<file path="src/rtl/dbus_timer.sv">
// dbus_timer: memory-mapped 32-bit timer slave on the core data bus.
//
// Registers (word index = dbus_addr[4:2]):
//   0 CTRL     bit0 en, bit1 auto_reload, bit2 irq_en
//   1 STATUS   bit0 match (sticky, write 1 to clear)
//   2 COUNT    32-bit counter
//   3 COMPARE  32-bit compare value
//   4 PRESCALE bits 15:0 (only with DBUS_TIMER_PRESCALER_EN defined)
//   5..7       read 0, writes ignored
//
// Build option: define DBUS_TIMER_PRESCALER_EN to include the PRESCALE
// register and prescale counter; otherwise COUNT ticks every enabled cycle.
//
// Ports:
//   clk, rst          clock, synchronous active-high reset
//   dbus_req/we/be/addr/wdata   request side (inputs)
//   dbus_gnt          = dbus_req, same cycle
//   dbus_rvalid/rdata one-cycle response the cycle after each request
//   irq               level interrupt = match & irq_en
module dbus_timer #(
    parameter logic [31:0] BASE_ADDRESS = 32'h0
) (
    input  logic        clk,
    input  logic        rst,
    input  logic        dbus_req,
    input  logic        dbus_we,
    input  logic [3:0]  dbus_be,
    input  logic [31:0] dbus_addr,
    input  logic [31:0] dbus_wdata,
    output logic        dbus_gnt,
    output logic        dbus_rvalid,
    output logic [31:0] dbus_rdata,
    output logic        irq
);

    logic [2:0]  ctrl;      // {irq_en, auto_reload, en}
    logic        match;
    logic [31:0] count;
    logic [31:0] compare;
    logic        tick;

    logic [2:0]  idx;
    logic        wr;
    logic [31:0] bmask;
    logic [31:0] rd_val;
    logic        hit;
    logic        sel_count;

    // The arbiter only routes in-window addresses here, so the base and
    // the bits outside addr[4:2] carry no information for decode.
    logic unused_bits;
    assign unused_bits = ^{dbus_addr[31:5], dbus_addr[1:0], BASE_ADDRESS};

    assign dbus_gnt  = dbus_req;
    assign idx       = dbus_addr[4:2];
    assign wr        = dbus_req & dbus_we;
    assign bmask     = {{8{dbus_be[3]}}, {8{dbus_be[2]}}, {8{dbus_be[1]}}, {8{dbus_be[0]}}};
    assign hit       = (count == compare);
    assign sel_count = wr && (idx == 3'd2);
    assign irq       = match & ctrl[2];

`ifdef DBUS_TIMER_PRESCALER_EN
    logic [15:0] prescale;
    logic [15:0] pcnt;
    logic        sel_pre;

    assign sel_pre = wr && (idx == 3'd4);
    assign tick    = ctrl[0] && (pcnt == prescale);

    always_ff @(posedge clk) begin
        if (rst) begin
            prescale <= '0;
            pcnt     <= '0;
        end else begin
            if (sel_pre) begin
                if (dbus_be[0]) prescale[7:0]  <= dbus_wdata[7:0];
                if (dbus_be[1]) prescale[15:8] <= dbus_wdata[15:8];
                pcnt <= '0;   // restart the period on any PRESCALE write
            end else if (!ctrl[0] || tick) begin
                pcnt <= '0;
            end else begin
                pcnt <= pcnt + 16'd1;
            end
        end
    end
`else
    assign tick = ctrl[0];
`endif

    always_comb begin
        rd_val = '0;
        case (idx)
            3'd0: rd_val = {29'b0, ctrl};
            3'd1: rd_val = {31'b0, match};
            3'd2: rd_val = count;
            3'd3: rd_val = compare;
`ifdef DBUS_TIMER_PRESCALER_EN
            3'd4: rd_val = {16'b0, prescale};
`endif
            default: rd_val = '0;
        endcase
    end

    always_ff @(posedge clk) begin
        if (rst) begin
            ctrl        <= '0;
            match       <= 1'b0;
            count       <= '0;
            compare     <= 32'hFFFF_FFFF;
            dbus_rvalid <= 1'b0;
            dbus_rdata  <= '0;
        end else begin
            if (wr && idx == 3'd0 && dbus_be[0])
                ctrl <= dbus_wdata[2:0];

            // A software COUNT write swallows the whole tick, including
            // any match it would have raised. Set beats clear.
            if (tick && hit && !sel_count)
                match <= 1'b1;
            else if (wr && idx == 3'd1 && dbus_be[0] && dbus_wdata[0])
                match <= 1'b0;

            if (sel_count)
                count <= (count & ~bmask) | (dbus_wdata & bmask);
            else if (tick)
                count <= (hit && ctrl[1]) ? 32'd0 : count + 32'd1;

            if (wr && idx == 3'd3)
                compare <= (compare & ~bmask) | (dbus_wdata & bmask);

            // Read data is the pre-update register value; writes answer 0.
            dbus_rvalid <= dbus_req;
            dbus_rdata  <= (dbus_req && !dbus_we) ? rd_val : 32'd0;
        end
    end

endmodule

</file>
<file path="config.mk">
export PLATFORM = sky130hd
export DESIGN_NAME = dbus_timer
export DESIGN_NICKNAME = d
export VERILOG_FILES = /design/src/rtl/dbus_timer.sv
export SDC_FILE = /design/constraint.sdc
export NUM_CORES = 1
export LEC_CHECK = 0
export CAP_MARGIN = 20
export CORE_AREA = 2 2 105 107
export DETAILED_ROUTE_END_ITERATION = 8
export DIE_AREA = 0 0 107 109
export GPL_TIMING_DRIVEN = 0
export PLACE_DENSITY_LB_ADDON = 0.1
export REMOVE_ABC_BUFFERS = 1
export SYNTH_ARGS = -nofsm -noshare
export SYNTH_HDL_FRONTEND = slang
export SYNTH_SLANG_ARGS = --single-unit
</file>
<file path="constraint.sdc">
create_clock -name clk -period 2.4 [get_ports clk]
set_input_delay 0.48 -clock clk [delete_from_list [all_inputs] [get_ports clk]]
set_output_delay 0.48 -clock clk [all_outputs]
set_load 0.01 [all_outputs]
</file>
# Yosys cells after proc, flatten, opt, wreduce, memory -nomap -nowiden
# Index checks and enable logic that the tools add are counted.
totals:
  register_bits: 101
  out_inout_bits: 35
  word_cells: 43
op_classes:
  n_addsub: 1
  n_eq_ne: 4
  n_mux: 6
  n_bitwise: 9
  reduce_logical: 17
op_table:
  columns: ["cell", "n"]
  rows:
  - ["$pmux 32 s4", 1]
  - ["$and 32x32->32", 3]
  - ["$mux 32", 3]
  - ["$or 32x32->32", 2]
  - ["$add 32x1->32 const B", 1]
  - ["$eq 32x32->1", 1]
  - ["$not 32->32", 1]
  - ["$logic_and 1x1->1", 11]
  - ["$eq 3x2->1 const B", 2]
  - ["$reduce_bool 2->1", 2]
  - ["$eq 3x1->1 const B", 1]
  - ["$logic_not 3->1", 1]
  - ["$and 1x1->1", 2]
  - ["$logic_not 1->1", 2]
  - ["$mux 1", 2]
  - ["$reduce_or 2->1", 1]
  - ["$not 1->1", 1]

# Longest topological paths before layout
logic_depth:
  word_depth: 6
  ltp_mapped: 8
  ltp_nobuf: 7

# Least setup slack after synthesis
# OpenSTA, ideal clock, no wires.
synth_timing:
  path_kind: "input to register"
  start: "input dbus_addr[2]"
  end: "register (tool-made name)"
  setup_ns: 0.133
  arrival_time_ns: 1.792
  required_ns: 2.267
  setup_slack_ns: 0.475
  cell_stages: 8
  path_cell_list: "buf_4 -> nor3b_4 -> and2_1 -> buf_4 -> nand2_1 -> and3_1 -> o21ai_0 -> a31oi_1"
synth_rtl:
  columns: ["item", "line", "text"]
  rows:
  - ["from (decl)", "28", "input logic [31:0] dbus_addr,"]

==> metrics <==
status=completed; Slew Limit Fails=0; synth unique cells=46; height of the chip=109 um; Seq. cell area=2022 um^2; Worst-Skew Late Latency=0.38 ns; total routed wirelength=14580 um; Worst Hold Class=flop to flop; vias in the first global route=~4600; CTS Buf Count=9; Slew headroom=53.83%; Total GRT Usage=25.82%; FMAX=about 0.43 GHz; largest net degree at the start of global routing=41; Die Wd=107 um; 1st-iter DRT viols=269; die area=11660 um^2; layout cells sized above 1=9.063%; Area Growth Syn to Fin=21.96%; CP Capture Type=flop; area of the multi-input gates=2898 um^2; Hold Path End=match$_SDFFE_PP0P_; leakage power=2.226 nW; max cap viols=0; n_diodes=0; filler instances=a little over 900; unrepaired setup endpoints after global routing=no; Longest Clk Path Bufs=2; first-pass GRT wire length=about 24000 um; Yosys warning count=0; number of top-level pins=107; final count of hold timing violations=0; Final Wtd Congestion=0.8702; CTS Hold Buffers Added=0; sequential area share after synthesis=between 30% and 40%; Overflow after GRT=0; Reg2Reg Setup Slack=0.1 ns; vias per cell=6.190; clk sink count=101; Worst Skew=between 0.01 and 0.015 ns; initial antenna violation count=0; core area=10600 um^2; Worst Setup Start Kind=flop; TNS Setup=0 ns; routed len/inst=18.43 um; FP Rows=38; Synth Cell Area=5117 um^2; FF-to-FF path depth=7; Initial Util=48.27%; CP arrival=2.55 ns; via count=4896; DP Wirelength=~10000 um; register bit total from synthesis=just over 100; Synth async-reset ratio=0%; Synth area leaders=dfxtp_1 (40%), xnor2_1 (6.5%), and3_1 (6.2%); Tcrit/Tclk final=95.93%; min Tclk post-route=2.302 ns; Port-buffer cells=77; Post-synth top flop=dfxtp_1; Post-synth EDFFs=0; Avg Inst Size Synth=8.515 um^2; final setup fails=0; VDD IR max=~0.00029 V; worst-margin pin slew=0.6908 ns; worst hold start=match$_SDFFE_PP0P_; kind of critical path=flop to flop; Mapped Cells=601; top cell type's share of synthesized area=a little under 40%; CTS tree=yes; Clk pin slew, worst setup/hold paths=0.10 ns; H-tree level count=3; post-layout util=58.86%; Synth area leader=dfxtp_1; crit path max fanout=16; Post-layout nets=719; hold-critical path depth=2; worst path required time=roughly 2.7 ns; pwr/cell area=507.7 nW/um^2; Final ANT Viol Nets=0; DRT Pass-1 Iters=5; # DRC=0; Root Buffer=clkbuf_8
## where the power goes
group	switching (W)	leakage (nW)	internal, W
registers	0.0000873	0.818	0.00172
clock network	0.000604	0.0824	0.000376
logic	0.000183	1.33	0.000196
## final cells by class
class / instances / share of cell area (%)
repair buffers: 94 / 15.46
inverters: 4 / 0.2406
clock buffers: 10 / 2.045
well taps: 140 / 2.807
multi-input cells: 436 / 46.43
clock inverters: 6 / 0.6215
flip-flops and latches: 101 / 32.40
## what timing repair did
item	CTS	global route
gates resized for setup	13	8
pin swaps	2	1
endpoints found under the setup margin	65	28
setup buffers	7	2
## Yosys cell counts, types with 13 or more instances
| cell | count |
|---|---|
| a211o_1 | 32 |
| a211oi_1 | 13 |
| a21oi_1 | 18 |
| a22oi_1 | 41 |
| and3_1 | 51 |
| buf_2 | 20 |
| clkbuf_1 | 31 |
| dfxtp_1 | 101 |
| nand2_1 | 37 |
| nand3_1 | 32 |
| nand4_1 | 20 |
| nor2_1 | 53 |
| o21ai_0 | 22 |
| xnor2_1 | 38 |
## worst max path at each step
stage,startpoint,to,depth (start not counted),slack [ns]
2_1_floorplan,dbus_we,flop,4,-0.33
3_3_place_gp,dbus_addr[2],flop,5,-3.23
3_5_place_dp,dbus_addr[3],flop,8,-1.50
4_1_cts,dbus_addr[2],flop,8,0.004
5_1_grt,flop,flop,7,0.0009
6_report,flop,flop,7,0.1
## placed cells by master (no fill, tap or decap), types with 4 or more instances in the layout
cell	count
nor3_1	6
a21oi_1	18
o21ai_0	22
a31oi_1	9
and3_1	50
buf_4	9
mux2i_1	7
dfxtp_1	101
clkbuf_8	9
nand4_1	20
nor2_1	51
inv_1	4
a22oi_1	41
nor4_1	9
and4_1	7
clkdlybuf4s50_1	74
nand2_1	35
a211o_1	32
and2_1	6
buf_8	4
nand3_1	31
a211oi_1	13
xnor2_1	38
## metrics by stage
stage	setup slack [ns]	hold slack (ns)	instance area, um^2	instances	total power, W
floorplan	-0.3268	0.4530	4846	541	0.002006
global placement	-3.227	0.4836	5792	758	0.002196
detailed placement	-1.502	0.4989	5924	766	0.002212
CTS	0.004469	0.5170	6186	789	0.003185
global route	0.0008598	0.5390	6241	791	0.003309
finish	0.09776	0.5196	6241	791	0.003169
## logic make-up (layout without fill, tap and decap cells)
family	count (synthesis)	count (layout)	synth area share, %
AOI/OAI and AO/OA	151	151	21.20
xor gates and xnor gates	38	38	6.504
adders and majority gates	1	1	0.2445
buffers and inverters	64	114	5.599
DFF	101	101	39.51
muxes	10	10	2.249
and+or+nand+nor	236	236	24.69
## critical path, stage by stage (launching register included)
cell and delay [ns]:
dfxtp_1 0.48, xnor2_1 0.20, nand4_1 0.25, nor4_2 0.49, nand3_2 0.16, buf_8 0.19
o21bai_2 0.32, a211oi_1 0.08
## layer usage
layer	vias to the layer above	GRT usage, %	share of wire (%)
li1	2312	-	-
met1	2354	33.38	43
met2	198	43.63	48
met3	32	4.304	6.3
met4	0	9.369	2.6
met5	-	0	0
Note: power is estimated with default switching activity, not from simulation.
